$ cat config.mk
export PLATFORM = sky130hd
export DESIGN_NAME = burst_io_ctrl
export DESIGN_NICKNAME = d
export VERILOG_FILES = /design/src/rtl/burst_io_pkg.sv /design/src/rtl/burst_io_ctrl_chan.sv /design/src/rtl/burst_io_ctrl.sv
export SDC_FILE = /design/constraint.sdc
export NUM_CORES = 1
export LEC_CHECK = 0
export CAP_MARGIN = 0
export CORE_ASPECT_RATIO = 0.7
export CORE_MARGIN = 2
export CORE_UTILIZATION = 49
export CTS_CLUSTER_DIAMETER = 100
export DETAILED_ROUTE_END_ITERATION = 10
export PLACE_DENSITY = 0.86
export SLEW_MARGIN = 20
export SYNTH_ARGS = -nofsm -noshare
export SYNTH_HDL_FRONTEND = slang
export SYNTH_HIERARCHICAL = 1
export SYNTH_SLANG_ARGS = --single-unit
$ cat constraint.sdc
create_clock -name clk -period 3.7 [get_ports clk]
set_input_delay 0.555 -clock clk [delete_from_list [all_inputs] [get_ports clk]]
set_output_delay 0.555 -clock clk [all_outputs]
set_load 0.005 [all_outputs]
$ cat src/rtl/burst_io_pkg.sv
// Shared types, constants and sizing helpers for burst_io_ctrl and its channel generator.
package burst_io_pkg;

  typedef enum logic [1:0] {
    CH_IDLE,
    CH_CALC,
    CH_REQ,
    CH_FIN
  } chan_state_e;

  typedef enum logic [1:0] {
    BRESP_OKAY   = 2'b00,
    BRESP_EXOKAY = 2'b01,
    BRESP_SLVERR = 2'b10,
    BRESP_DECERR = 2'b11
  } bresp_e;

  localparam int unsigned PAGE_BYTES = 4096;

  // ceil(length / 2**shift) without forming length + beat - 1, so it cannot overflow.
  function automatic logic [63:0] beat_count(input logic [63:0] length,
                                             input int unsigned shift);
    logic [63:0] mask;
    mask = (64'd1 << shift) - 64'd1;
    return (length >> shift) + {63'd0, |(length & mask)};
  endfunction

  function automatic logic [8:0] burst_size(input logic [63:0]  remaining,
                                            input logic [11:0]  page_off,
                                            input int unsigned  shift,
                                            input int unsigned  max_beats);
    logic [63:0] lim;
    logic [63:0] room;
    room = (64'(PAGE_BYTES) - {52'd0, page_off}) >> shift;
    lim  = 64'(max_beats);
    if (room < lim)      lim = room;
    if (remaining < lim) lim = remaining;
    return lim[8:0];
  endfunction

endpackage

$ cat src/rtl/burst_io_ctrl_chan.sv
// burst_chan_gen: one channel's burst generator; splits a job into requests that
// never exceed MAX_BEATS beats nor cross a 4 KB page.
module burst_chan_gen
  import burst_io_pkg::*;
#(
  parameter int ADDR_W     = 64,
  parameter int LEN_W      = 35,
  parameter int BEAT_BYTES = 64,
  parameter int MAX_BEATS  = 64
) (
  input  logic              clk,
  input  logic              rst_n,
  input  logic              start,
  input  logic              stall,
  input  logic              done_out,
  input  logic [ADDR_W-1:0] base_addr,
  input  logic [LEN_W-1:0]  length,
  output logic              req,
  input  logic              ack,
  output logic [7:0]        len,
  output logic [ADDR_W-1:0] address,
  output logic              fin
);

  localparam int unsigned      BEAT_SHIFT = $clog2(BEAT_BYTES);
  localparam logic [ADDR_W-1:0] ALIGN_MASK = ~((ADDR_W'(1) << BEAT_SHIFT) - ADDR_W'(1));

  chan_state_e      state, state_nxt;
  logic [LEN_W-1:0] remaining;
  logic [LEN_W-1:0] remaining_after;
  logic [8:0]       burst;
  logic [8:0]       burst_calc;

  assign burst_calc      = burst_size(64'(remaining), address[11:0], BEAT_SHIFT, MAX_BEATS);
  assign remaining_after = remaining - LEN_W'(burst);
  assign req             = (state == CH_REQ);
  assign fin             = (state == CH_FIN);

  // NOTE: registered state uses non-blocking assignments and resets asynchronously.
  always_ff @(posedge clk or negedge rst_n) begin
    if (!rst_n) state <= CH_IDLE;
    else        state <= state_nxt;
  end

  always_comb begin
    // NOTE: default first so every path assigns state_nxt and no latch is inferred.
    state_nxt = state;
    unique case (state)
      CH_IDLE: if (start) state_nxt = CH_CALC;
      CH_CALC: begin
        if (remaining == '0) state_nxt = CH_FIN;
        else if (!stall)     state_nxt = CH_REQ;
      end
      CH_REQ:  if (ack) state_nxt = (remaining_after == '0) ? CH_FIN : CH_CALC;
      CH_FIN: begin
        // A start can land in the cycle idle rises, before FIN has seen done_out.
        if (start)         state_nxt = CH_CALC;
        else if (done_out) state_nxt = CH_IDLE;
      end
      default: state_nxt = CH_IDLE;
    endcase
  end

  always_ff @(posedge clk or negedge rst_n) begin
    if (!rst_n) begin
      address   <= '0;
      remaining <= '0;
      burst     <= '0;
      len       <= '0;
    end else begin
      unique case (state)
        CH_IDLE, CH_FIN: begin
          if (start) begin
            address   <= base_addr & ALIGN_MASK;
            remaining <= LEN_W'(beat_count(64'(length), BEAT_SHIFT));
          end
        end
        CH_CALC: begin
          if (remaining != '0 && !stall) begin
            burst <= burst_calc;
            len   <= burst_calc[7:0] - 8'd1;
          end
        end
        CH_REQ: begin
          if (ack) begin
            address   <= address + (ADDR_W'(burst) << BEAT_SHIFT);
            remaining <= remaining_after;
          end
        end
        default: ;
      endcase
    end
  end

endmodule

$ cat src/rtl/burst_io_ctrl.sv
// burst_io_ctrl: read/write job front end with write-response tracking and completion.
// Define BURST_IO_PERF_CNT_EN to add the busy_cycles and wr_bursts counters.
module burst_io_ctrl
  import burst_io_pkg::*;
#(
  parameter int ADDR_W     = 64,
  parameter int LEN_W      = 35,
  parameter int BEAT_BYTES = 64,
  parameter int MAX_BEATS  = 64,
  parameter int OUTST_W    = 16
) (
  input  logic              clk,
  input  logic              rst_n,
  input  logic              start,
  input  logic [ADDR_W-1:0] src_addr,
  input  logic [LEN_W-1:0]  rd_length,
  input  logic [ADDR_W-1:0] des_addr,
  input  logic [LEN_W-1:0]  wr_length,
  output logic              rd_req,
  input  logic              rd_req_ack,
  output logic [7:0]        rd_len,
  output logic [ADDR_W-1:0] rd_address,
  output logic              wr_req,
  input  logic              wr_req_ack,
  output logic [7:0]        wr_len,
  output logic [ADDR_W-1:0] wr_address,
  input  logic              bvalid,
  input  logic [1:0]        bresp,
  output logic              bready,
  input  logic              core_done,
  output logic              idle,
  output logic              ready,
  output logic              done_out,
  output logic              error
`ifdef BURST_IO_PERF_CNT_EN
  ,
  output logic [31:0]       busy_cycles,
  output logic [31:0]       wr_bursts
`endif
);

  logic               start_acc;
  logic               rd_fin, wr_fin;
  logic               wr_hs, b_hs, b_count;
  logic               core_seen;
  logic               all_done;
  logic [OUTST_W-1:0] outst;

  assign start_acc = start & idle;
  assign wr_hs     = wr_req & wr_req_ack;
  assign b_hs      = bvalid & bready;
  assign b_count   = b_hs & (outst != '0);
  assign all_done  = rd_fin & wr_fin & (outst == '0) & core_seen & ~done_out;

  burst_chan_gen #(
    .ADDR_W(ADDR_W), .LEN_W(LEN_W), .BEAT_BYTES(BEAT_BYTES), .MAX_BEATS(MAX_BEATS)
  ) u_rd (
    .clk(clk), .rst_n(rst_n), .start(start_acc), .stall(1'b0), .done_out(done_out),
    .base_addr(src_addr), .length(rd_length),
    .req(rd_req), .ack(rd_req_ack), .len(rd_len), .address(rd_address), .fin(rd_fin)
  );

  burst_chan_gen #(
    .ADDR_W(ADDR_W), .LEN_W(LEN_W), .BEAT_BYTES(BEAT_BYTES), .MAX_BEATS(MAX_BEATS)
  ) u_wr (
    .clk(clk), .rst_n(rst_n), .start(start_acc), .stall(&outst), .done_out(done_out),
    .base_addr(des_addr), .length(wr_length),
    .req(wr_req), .ack(wr_req_ack), .len(wr_len), .address(wr_address), .fin(wr_fin)
  );

  always_ff @(posedge clk or negedge rst_n) begin
    if (!rst_n) begin
      idle      <= 1'b1;
      ready     <= 1'b0;
      bready    <= 1'b0;
      done_out  <= 1'b0;
      error     <= 1'b0;
      core_seen <= 1'b0;
      outst     <= '0;
    end else begin
      ready <= 1'b1;
      if (start_acc) begin
        idle      <= 1'b0;
        bready    <= 1'b1;
        done_out  <= 1'b0;
        error     <= 1'b0;
        core_seen <= 1'b0;
        outst     <= '0;
      end else begin
        if (core_done) core_seen <= 1'b1;
        if (b_hs && bresp != BRESP_OKAY) error <= 1'b1;
        // A response with nothing outstanding is not counted; simultaneous +1/-1 cancel.
        if (wr_hs && !b_count)      outst <= outst + OUTST_W'(1);
        else if (b_count && !wr_hs) outst <= outst - OUTST_W'(1);
        if (all_done) begin
          done_out <= 1'b1;
          idle     <= 1'b1;
          bready   <= 1'b0;
        end
      end
    end
  end

`ifdef BURST_IO_PERF_CNT_EN
  always_ff @(posedge clk or negedge rst_n) begin
    if (!rst_n) begin
      busy_cycles <= '0;
      wr_bursts   <= '0;
    end else if (start_acc) begin
      busy_cycles <= '0;
      wr_bursts   <= '0;
    end else begin
      if (!idle && !(&busy_cycles)) busy_cycles <= busy_cycles + 32'd1;
      if (wr_hs && !(&wr_bursts))   wr_bursts   <= wr_bursts + 32'd1;
    end
  end
`endif

endmodule

After elaboration in Yosys (flattened, before gate mapping)
Cells that the tools add are included.

Add/subtract/negate cells: 12. Order comparisons: 4. Equality and inequality tests: 15. Multiplexer cells: 39. Bitwise logic cells: 9. Reductions and logical operators: 35.

Operator list (number): 2-to-1 mux 64 bit (4); case mux 64 bit (2 select lines) (2); logical NOT 35 bit (4); 2-to-1 mux 35 bit (4); case mux 35 bit (2 select lines) (2); adder 64 x 15 -> 64 bit (2); less-than comparator 35 x 58 -> 1 bit (2); less-than comparator 58 x 7 -> 1 bit, second input constant (2); 2-to-1 mux 58 bit (2); nonzero test 35 bit (2); subtractor 35 x 9 -> 35 bit (2); adder 29 x 1 -> 30 bit (2); 2-to-1 mux 16 bit (3); subtractor 13 x 12 -> 14 bit, first input constant (2); 2-to-1 mux 2 bit (9); 2-to-1 mux 9 bit (2); adder 16 x 1 -> 16 bit, second input constant (1); logical NOT 16 bit (1); case mux 2 bit (4 select lines) (2); AND reduction 16 bit (1); nonzero test 16 bit (1); subtractor 16 x 1 -> 16 bit, second input constant (1); subtractor 8 x 1 -> 8 bit, second input constant (2); nonzero test 2 bit (6); other kinds (17) (53).

Flip-flop bits (word level): 258. Bits of input ports: 207. Output and inout bits: 151. Logic and storage cells: 131.

Logic depth before layout (Yosys ltp)
Gate-level depths: netlist of run 1.

Word-level depth: 7. Mapped depth: 20. Gate-level depth less buffers: 19.

Modules after synthesis
The synthesis of run 1 kept the hierarchy.

By module, submodules not included: burst_chan_gen (times used 2, cells each 1031, area an instance 8450.6 um^2, seq. area each 2802.7 um^2); burst_io_ctrl (times used 1, cells each 203, area an instance 1709.1 um^2, seq. area each 551.8 um^2).

Worst setup path after synthesis of run 1
Ideal clock, no wire load.

Kind: reg-to-reg. Start: register u_rd.address[6]. End: register u_rd.len[6]. Library setup time: 0.126 ns. Arrival time: 3.498 ns. Required time: 3.574 ns. Slack: 0.076 ns. Cell stages (with the launch flop): 20. Path buffers: 1. Clock period less this slack: 3.624 ns. Cells stage by stage: dfrtp_1 inv_1 ha_1 and3b_1 clkbuf_1 inv_1 nand2_1 ha_1 o2111ai_1 a21oi_1 nor4_1 o2111ai_4 mux2_2 ha_1 nand2_1 nor3_1 xnor2_1 nor2_1 a21oi_1 o21ai_0.

Cells in the longest elaborated chain, start to end: 6.

RTL lines: start, declared (line burst_io_ctrl_chan.sv:21) `output logic [ADDR_W-1:0] address,`; start signal, assigned (line burst_io_ctrl_chan.sv:74) `address <= base_addr & ALIGN_MASK;`; start signal, assigned (line burst_io_ctrl_chan.sv:86) `address <= address + (ADDR_W'(burst) << BEAT_SHIFT);`; subtractor 13 x 12 -> 14 bit * (line burst_io_pkg.sv:34) `room = (64'(PAGE_BYTES) - {52'd0, page_off}) >> shift;`; less-than comparator 58 x 7 -> 1 bit (line burst_io_pkg.sv:36) `if (room < lim) lim = room;`; 2-to-1 mux 58 bit * (line burst_io_pkg.sv:36); less-than comparator 35 x 58 -> 1 bit (line burst_io_pkg.sv:37) `if (remaining < lim) lim = remaining;`; 2-to-1 mux 9 bit * (line burst_io_pkg.sv:37); subtractor 8 x 1 -> 8 bit * (line burst_io_ctrl_chan.sv:81) `len <= burst_calc[7:0] - 8'd1;`; end signal, assigned (line burst_io_ctrl_chan.sv:81); end, declared (line burst_io_ctrl_chan.sv:20) `output logic [7:0] len,`.

Mark *: on every way between the ends. The rest lies on a longest branch, timed or not. A chain may end at the register's enable or synchronous reset.

Final worst setup path of run 1
Start: register u_wr.address[8]. End: register u_wr.len[6].

Cells in the longest elaborated chain, start to end: 6.

RTL lines (line): start, declared (burst_io_ctrl_chan.sv:21); start signal, assigned (burst_io_ctrl_chan.sv:74); start signal, assigned (burst_io_ctrl_chan.sv:86); subtractor 13 x 12 -> 14 bit * (burst_io_pkg.sv:34); less-than comparator 58 x 7 -> 1 bit (burst_io_pkg.sv:36); 2-to-1 mux 58 bit * (burst_io_pkg.sv:36); less-than comparator 35 x 58 -> 1 bit (burst_io_pkg.sv:37); 2-to-1 mux 9 bit * (burst_io_pkg.sv:37); subtractor 8 x 1 -> 8 bit * (burst_io_ctrl_chan.sv:81); end signal, assigned (burst_io_ctrl_chan.sv:81); end, declared (burst_io_ctrl_chan.sv:20).

Marked as above.

==> impl_metrics.env, run 1 <==
export IMPL_status="finished, violations left"
export IMPL_violations="hold timing"
export IMPL_crit_path_end_kind="flop"
export IMPL_clock_sinks=246
export IMPL_die_h_um=167
export IMPL_cts_buffer_depth=3
export IMPL_routedWlPerCell_um=20.6
export IMPL_yosysTopAreaCellShare_pct=32.9
export IMPL_hold_path_class="primary input to asynchronous set/reset pin"
export IMPL_fin_hold_ws_ps=-0.244
export IMPL_ant_nets=0
export IMPL_grt_usage_pct=31.6
export IMPL_grt_max_degree=99
export IMPL_cp_common_cell="nor2_1"
export IMPL_grt_pass1_vias=19100
export IMPL_cp_num_buf_inv=2
export IMPL_yosys_top_cells_area="dfrtp_1 33%, ha_1 5.6%, nand2_1 5.3%, mux2i_1 5.1%, a21oi_1 4.6%"
export IMPL_hpwl_um=47700
export IMPL_crit_path_max_fanout=6
export IMPL_start_util_pct=49.9
export IMPL_path_clk_slew_ps=60
export IMPL_final_nets=2910
export IMPL_drt_total_wl_um=64600
export IMPL_synth_top_area_cell="dfrtp_1"
export IMPL_crit_family="compound AO/OA/AOI/OAI gates"
export IMPL_finalSetupViolCount=0
export IMPL_yosys_top_cells_count="262 x nand2_1, 245 x dfrtp_1, 171 x a21oi_1"
export IMPL_worstSetupPathType="flop to flop"
export IMPL_synth_flop_cell="dfrtp_1"
export IMPL_synthXorXnorAreaFrac_pct=5.84
export IMPL_place_gp_congestion=0.971
export IMPL_grt_pass1_wl_um=102000
export IMPL_antenna_found_initial=8
export IMPL_cts_buffers=27
export IMPL_fp_dieW_um=237
export IMPL_yosys_warnings=6
export IMPL_avgViaCountPerCell=6.40
export IMPL_hold_violations=1
export IMPL_ioPinCount=358
export IMPL_leakage_nw=9.79
export IMPL_ys_seq_elements=246
export IMPL_pwr_density_cell_nw_per_um2=852
export IMPL_pre_cts_slack_ps=-30.3
export IMPL_max_slew_worst_pin_slew_ps=867
export IMPL_synth_edf_count=0
export IMPL_worst_r2r_endpoint="u_wr/len[6]$_DFFE_PN0P_"
export IMPL_synth_top_family_by_area="simple AND/OR/NAND/NOR gates"
export IMPL_cp_start_kind="flop"
export IMPL_cpPeakStageDelay_ps=390
export IMPL_areaGrowthSynthToFinish_pct=28.8
export IMPL_post_route_period_util_pct=94.7
export IMPL_drt_iter0_markers=2580
export IMPL_ys_seq_area_share_pct=33.1
export IMPL_drc=0
export IMPL_insertion_delay_ps=570
export IMPL_overflow=0
export IMPL_synthArstFlopShare_pct=100
export IMPL_crit_arrival_ps=3910
export IMPL_netlist_area_um2=18600
export IMPL_max_freq_mhz=286
export IMPL_synth_mux_area_share_pct=5.59
export IMPL_portBuffers=333
export IMPL_ys_types=79
export IMPL_min_period_ps=3500
export IMPL_cts_htree_levels=1
export IMPL_synth_adder_area_share_pct=6.19
export IMPL_reg2reg_depth=19
export IMPL_maxCapViolCount=0
export IMPL_yosysMostFrequentCell="nand2_1"
export IMPL_yosys_area_share_simple_pct=23.2
export IMPL_netlist_instances=2265
export IMPL_syn_avg_cell_area_um2=8.22
export IMPL_drive_gt1_share_pct=8.58
export IMPL_num_vias=20000
export IMPL_utilization_pct=64.3
export IMPL_die_area_um2=39600
export IMPL_irDropWorstVdd_v=0.000463
export IMPL_rrSetupSlack_ps=200
export IMPL_slew_limit_headroom_pct=41.7
export IMPL_required_ps=4110
export IMPL_design_core_area_um2=37300
export IMPL_fill_cells=3024
export IMPL_cp_slowest_cell="dfrtp_1"
export IMPL_drv_slew=0
export IMPL_clockRootBuffer="clkbuf_16"
export IMPL_fp_row_count=59
export IMPL_clock_skew_final_ps=26.4
export IMPL_synth_compound_area_share_pct=21.4
export IMPL_first_pass_iters=8
export IMPL_r2r_start="u_wr/address[8]$_DFFE_PN0P_"
export IMPL_setup_slack_ps=198
export IMPL_crit_chain="buf_4 > nor3_1 > xor2_1 > nor2_1 > inv_1 > ha_1 > o2111ai_1 > a21oi_1 > nor4_4 > o2111ai_4 > nor2_1 > a31oi_1 > ha_1 > nand2_1 > nor3_1 > xnor2_1 > nor2_1 > a21oi_1 > o21ai_0"
export IMPL_cts_tree="built"
export IMPL_tns_ps=0
## cell families (layout without fill, tap and decap cells)
logic type / count (synthesis) / count (layout)
adders and majority gates: 89 / 89
DFF: 246 / 246
AOI/OAI and AO/OA: 626 / 626
buffers and inverters: 208 / 564
and+or+nand+nor: 866 / 866
other: 4 / 25
muxes: 102 / 102
xor gates and xnor gates: 124 / 124
## how the worst max path moves through the flow
| stage | start | to | cells past startpoint |
|---|---|---|---|
| 4_1_cts | u_wr/address[9]$_DFFE_PN0P_ | u_wr/len[6]$_DFFE_PN0P_ | 16 |
| 3_3_place_gp | u_rd/address[7]$_DFFE_PN0P_ | u_rd/len[6]$_DFFE_PN0P_ | 18 |
| 5_1_grt | u_wr/address[8]$_DFFE_PN0P_ | u_wr/len[6]$_DFFE_PN0P_ | 19 |
| 2_1_floorplan | u_rd/address[6]$_DFFE_PN0P_ | u_rd/len[6]$_DFFE_PN0P_ | 19 |
| 3_5_place_dp | u_wr/address[9]$_DFFE_PN0P_ | u_wr/len[6]$_DFFE_PN0P_ | 17 |
| 6_report | u_wr/address[8]$_DFFE_PN0P_ | u_wr/len[6]$_DFFE_PN0P_ | 19 |
## state kept, by name, summed over array words and instances (netlist names), 2 cells and up
name	cells
outst	16
u_rd/address	58
u_rd/burst	9
u_rd/len	8
u_rd/remaining	35
u_rd/state	2
u_wr/address	58
u_wr/burst	9
u_wr/len	8
u_wr/remaining	35
u_wr/state	2
## power by group
| part | internal, mW | total, mW | switching (mW) |
|---|---|---|---|
| Combinational | 5.48 | 12.0 | 6.49 |
| Clock | 1.72 | 2.90 | 1.18 |
| Sequential | 3.87 | 5.54 | 1.68 |
| Total | 11.1 | 20.4 | 9.35 |
## metal layers
layer	vias to the layer above	share of wire, %	track usage [%]
met4	0	3.8	11.9
met1	9605	43	45.1
li1	9080	-	-
met5	-	0	0
met3	172	9.8	5.75
met2	1183	44	47.6
## final cells by class
cell class                      instances  area [um^2]  share of cell area, %
Antenna cell                            8         20.0                 0.0835
Clock buffer                           37          763                   3.18
Clock inverter                         12          168                  0.699
Inverter                               78          295                   1.23
Multi-Input combinational cell       1824        11800                   49.1
Sequential cell                       246         6160                   25.7
Tap cell                              488          611                   2.55
Timing Repair Buffer                  437         4180                   17.4
## cells in the final DEF, fill, tap and decap left out, drive strengths merged, types with 9 or more instances in the layout
cell	instances
clkdlybuf4s50	332
nand2	262
dfrtp	245
a21oi	171
nor2	165
o21ai	144
nand3	105
buf	105
o22ai	96
mux2i	95
ha	84
inv	78
xnor2	73
nand4	65
xor2	51
nor3	51
and3	49
nor4	43
a22oi	38
clkbuf	37
and4	24
a31oi	23
or3	22
and2	18
a21o	17
conb	17
or4	16
o21a	14
nor2b	14
o31ai	14
nand2b	12
o211ai	12
a221o	10
o41ai	10
or2	9
## through the flow
step | std cells | area (um^2) | total power [mW]
finish | 3130 | 24000 | 20.4
global route | 3130 | 24000 | 21.8
CTS | 3121 | 23900 | 20.0
detailed placement | 3072 | 22900 | 17.0
global placement | 3072 | 22900 | 16.5
floorplan | 2278 | 18700 | 12.4
## what timing repair did
item / CTS / global route
hold buffers: 0 / 0
buffers inserted: 0 / 1
endpoints found under the setup margin: 1 / 5
gates cloned: 0 / 0
resized for setup: 1 / 24
pin swaps: 0 / 5
Power figures use the tool's default switching activity.
==> run 2, diff against run 1 <==
- CELL_PAD_IN_SITES_DETAIL_PLACEMENT: not set -> 1
- CELL_PAD_IN_SITES_GLOBAL_PLACEMENT: not set -> 2
- CORE_UTILIZATION: 49 -> 28
- PLACE_DENSITY: 0.86 -> 0.84
==> run 2 against run 1 <==
  * The flow now finishes without violations
  * First-iteration DRC count decreased by 47%
  * Setup slack lost 62 ps
  * Design area up 2.9%
  * Core utilization down 27 points
  * Clock power rose by 10%
  * Non-clock buffer count rose by 7
  * Die area grew 73%
  * Highest routed layer is now met5
==> impl_metrics.env, run 2 (synthesis results as in run 1) <==
export IMPL_crit_path_max_fanout=18
export IMPL_finalSetupViolCount=0
export IMPL_irDropWorstVdd_v=0.000447
export IMPL_cts_tree="built"
export IMPL_hpwl_um=58000
export IMPL_avgViaCountPerCell=5.51
export IMPL_cp_slowest_cell="or3b_1"
export IMPL_grt_pass1_vias=20000
export IMPL_drt_total_wl_um=76200
export IMPL_num_vias=19500
export IMPL_die_area_um2=68600
export IMPL_max_slew_worst_pin_slew_ps=897
export IMPL_fp_dieW_um=312
export IMPL_leakage_nw=9.87
export IMPL_finalInstanceArea_um2=24700
export IMPL_ioPinCount=358
export IMPL_drive_gt1_share_pct=9.26
export IMPL_reg_largest_list="u_rd/address (58), u_wr/address (58)"
export IMPL_drv_slew=0
export IMPL_min_period_ps=3560
export IMPL_antenna_found_initial=13
export IMPL_pwr_density_cell_nw_per_um2=855
export IMPL_cts_buffers=31
export IMPL_maxCapViolCount=0
export IMPL_overflow=0
export IMPL_insertion_delay_ps=590
export IMPL_dpl_cell_area_um2=23400
export IMPL_fp_row_count=79
export IMPL_cp_start_kind="flop"
export IMPL_fin_hold_ws_ps=482
export IMPL_hold_violations=0
export IMPL_status="finished clean"
export IMPL_clock_power_share_pct=15.1
export IMPL_routedWlPerCell_um=21.5
export IMPL_ant_nets=0
export IMPL_layout_commonest_cell="clkdlybuf4s50_1"
export IMPL_crit_arrival_ps=4030
export IMPL_grt_usage_pct=21.6
export IMPL_crit_chain="nor4_1 > nand2_1 > o211ai_2 > nand3_1 > buf_12 > ha_1 > a21o_1 > a221oi_2 > a2111o_1 > or3b_1 > mux2_4 > mux2i_1"
export IMPL_post_route_period_util_pct=96.3
export IMPL_max_freq_mhz=281
export IMPL_slew_limit_headroom_pct=40.2
export IMPL_crit_path_end_kind="flop"
export IMPL_hold_path_class="flop to flop"
export IMPL_cts_buffer_depth=3
export IMPL_power_internal_mw=11.3
export IMPL_first_pass_iters=5
export IMPL_p_switching_mw=9.77
export IMPL_grt_pass1_wl_um=118000
export IMPL_required_ps=4160
export IMPL_cpPeakStageDelay_ps=390
export IMPL_drc=0
export IMPL_clock_skew_final_ps=24.3
export IMPL_start_util_pct=28.1
export IMPL_rsz0062_at_grt="true"
export IMPL_design_core_area_um2=66100
export IMPL_clockRootBuffer="clkbuf_16"
export IMPL_portBuffers=333
export IMPL_rrSetupSlack_ps=140
export IMPL_cts_htree_levels=1
export IMPL_combPwrFrac_pct=58.2
export IMPL_final_cell_mix="332 x clkdlybuf4s50_1, 258 x nand2_1, 244 x dfrtp_1, 168 x a21oi_1, 163 x nor2_1"
export IMPL_grt_max_degree=76
export IMPL_final_nets=2921
export IMPL_path_clk_slew_ps=60
export IMPL_p_sw_share_pct=46.3
export IMPL_seq_power_share_pct=26.7
export IMPL_drt_iter0_markers=1371
export IMPL_die_h_um=220
export IMPL_worstSetupPathType="flop to flop"
export IMPL_clock_sinks=246
export IMPL_areaGrowthSynthToFinish_pct=32.5
export IMPL_place_gp_congestion=0.920
## run 2: cell count changes in the layout (fill, tap and decap cells not counted), moves of 2 or more
cell / previous run / this run
buf_12: 5 / 7
buf_4: 99 / 103
clkbuf_16: 27 / 31
clkbuf_8: 5 / 8
clkinvlp_4: 0 / 2
diode_2: 8 / 4
inv_1: 75 / 71
inv_2: 1 / 5
## run 2: final timing paths
check | startpoint | end | cells past startpoint
max in group asynchronous | rst_n | idle$_DFFE_PN1P_ | 3
setup reg to reg | outst[6]$_DFFE_PN0P_ | outst[15]$_DFFE_PN0P_ | 12
hold / removal | u_rd/len[7]$_DFFE_PN0P_ | u_rd/len[7]$_DFFE_PN0P_ | 2
hold reg to reg | u_rd/len[7]$_DFFE_PN0P_ | u_rd/len[7]$_DFFE_PN0P_ | 2
setup / recovery | outst[6]$_DFFE_PN0P_ | outst[15]$_DFFE_PN0P_ | 12
min in group asynchronous | rst_n | u_rd/address[24]$_DFFE_PN0P_ | 2
## run 2: power groups by stage
stage / Clock [mW] / Sequential [mW] / Combinational [mW]
after floorplan: 0 / 5.11 / 7.24
after global placement: 0 / 5.51 / 11.6
after detailed placement: 0 / 5.60 / 11.9
after CTS: 3.28 / 5.58 / 12.1
after global routing: 3.39 / 5.82 / 13.5
final: 3.19 / 5.62 / 12.3
## run 2: area by class of cell
| class | instances | area (um^2) |
|---|---|---|
| fill | 7739 | 41500 |
| multi-input combinational | 1824 | 11800 |
| sequential | 246 | 6160 |
| timing repair buffer | 444 | 4260 |
| tap | 891 | 1110 |
| clock buffer | 44 | 905 |
| inverter | 78 | 297 |
| clock inverter | 11 | 136 |
| antenna | 4 | 10.0 |
## run 2: stage by stage
step                      worst slack, ps  power, mW  cells  utilization (%)  TNS [ps]
after global routing                -74.6       22.7   3538             37.3     -74.6
after detailed placement            -41.8       17.6   3472             35.4     -82.8
final                                 135       21.1   3542             37.3         0
after floorplan                      75.9       12.4   2278                -         0
after global placement               27.2       17.1   3472             35.4         0
after CTS                            11.0       20.9   3528             37.1         0
## run 2: timing repair
item	in CTS	in global routing
pin swaps	0	5
resized for setup	4	25
hold buffers	1	0
setup buffers	0	10
endpoints found under the hold margin	23	0
setup endpoints to repair	3	7
## run 2: worst max-delay path: cells and delay by family, from the launching register on
kind	cells	cell delay [ps]
compound gates	4	980
fa+ha+maj	1	320
buf+inv	1	200
flops	1	380
mux	2	440
simple gates	4	1140
## run 2: layer usage
metal	wire (um)	track usage, %	up-vias
li1	-	-	9088
met1	36800	31.2	9798
met2	33000	32.8	513
met3	4920	5.30	95
met4	1350	4.01	20
met5	128	0	-
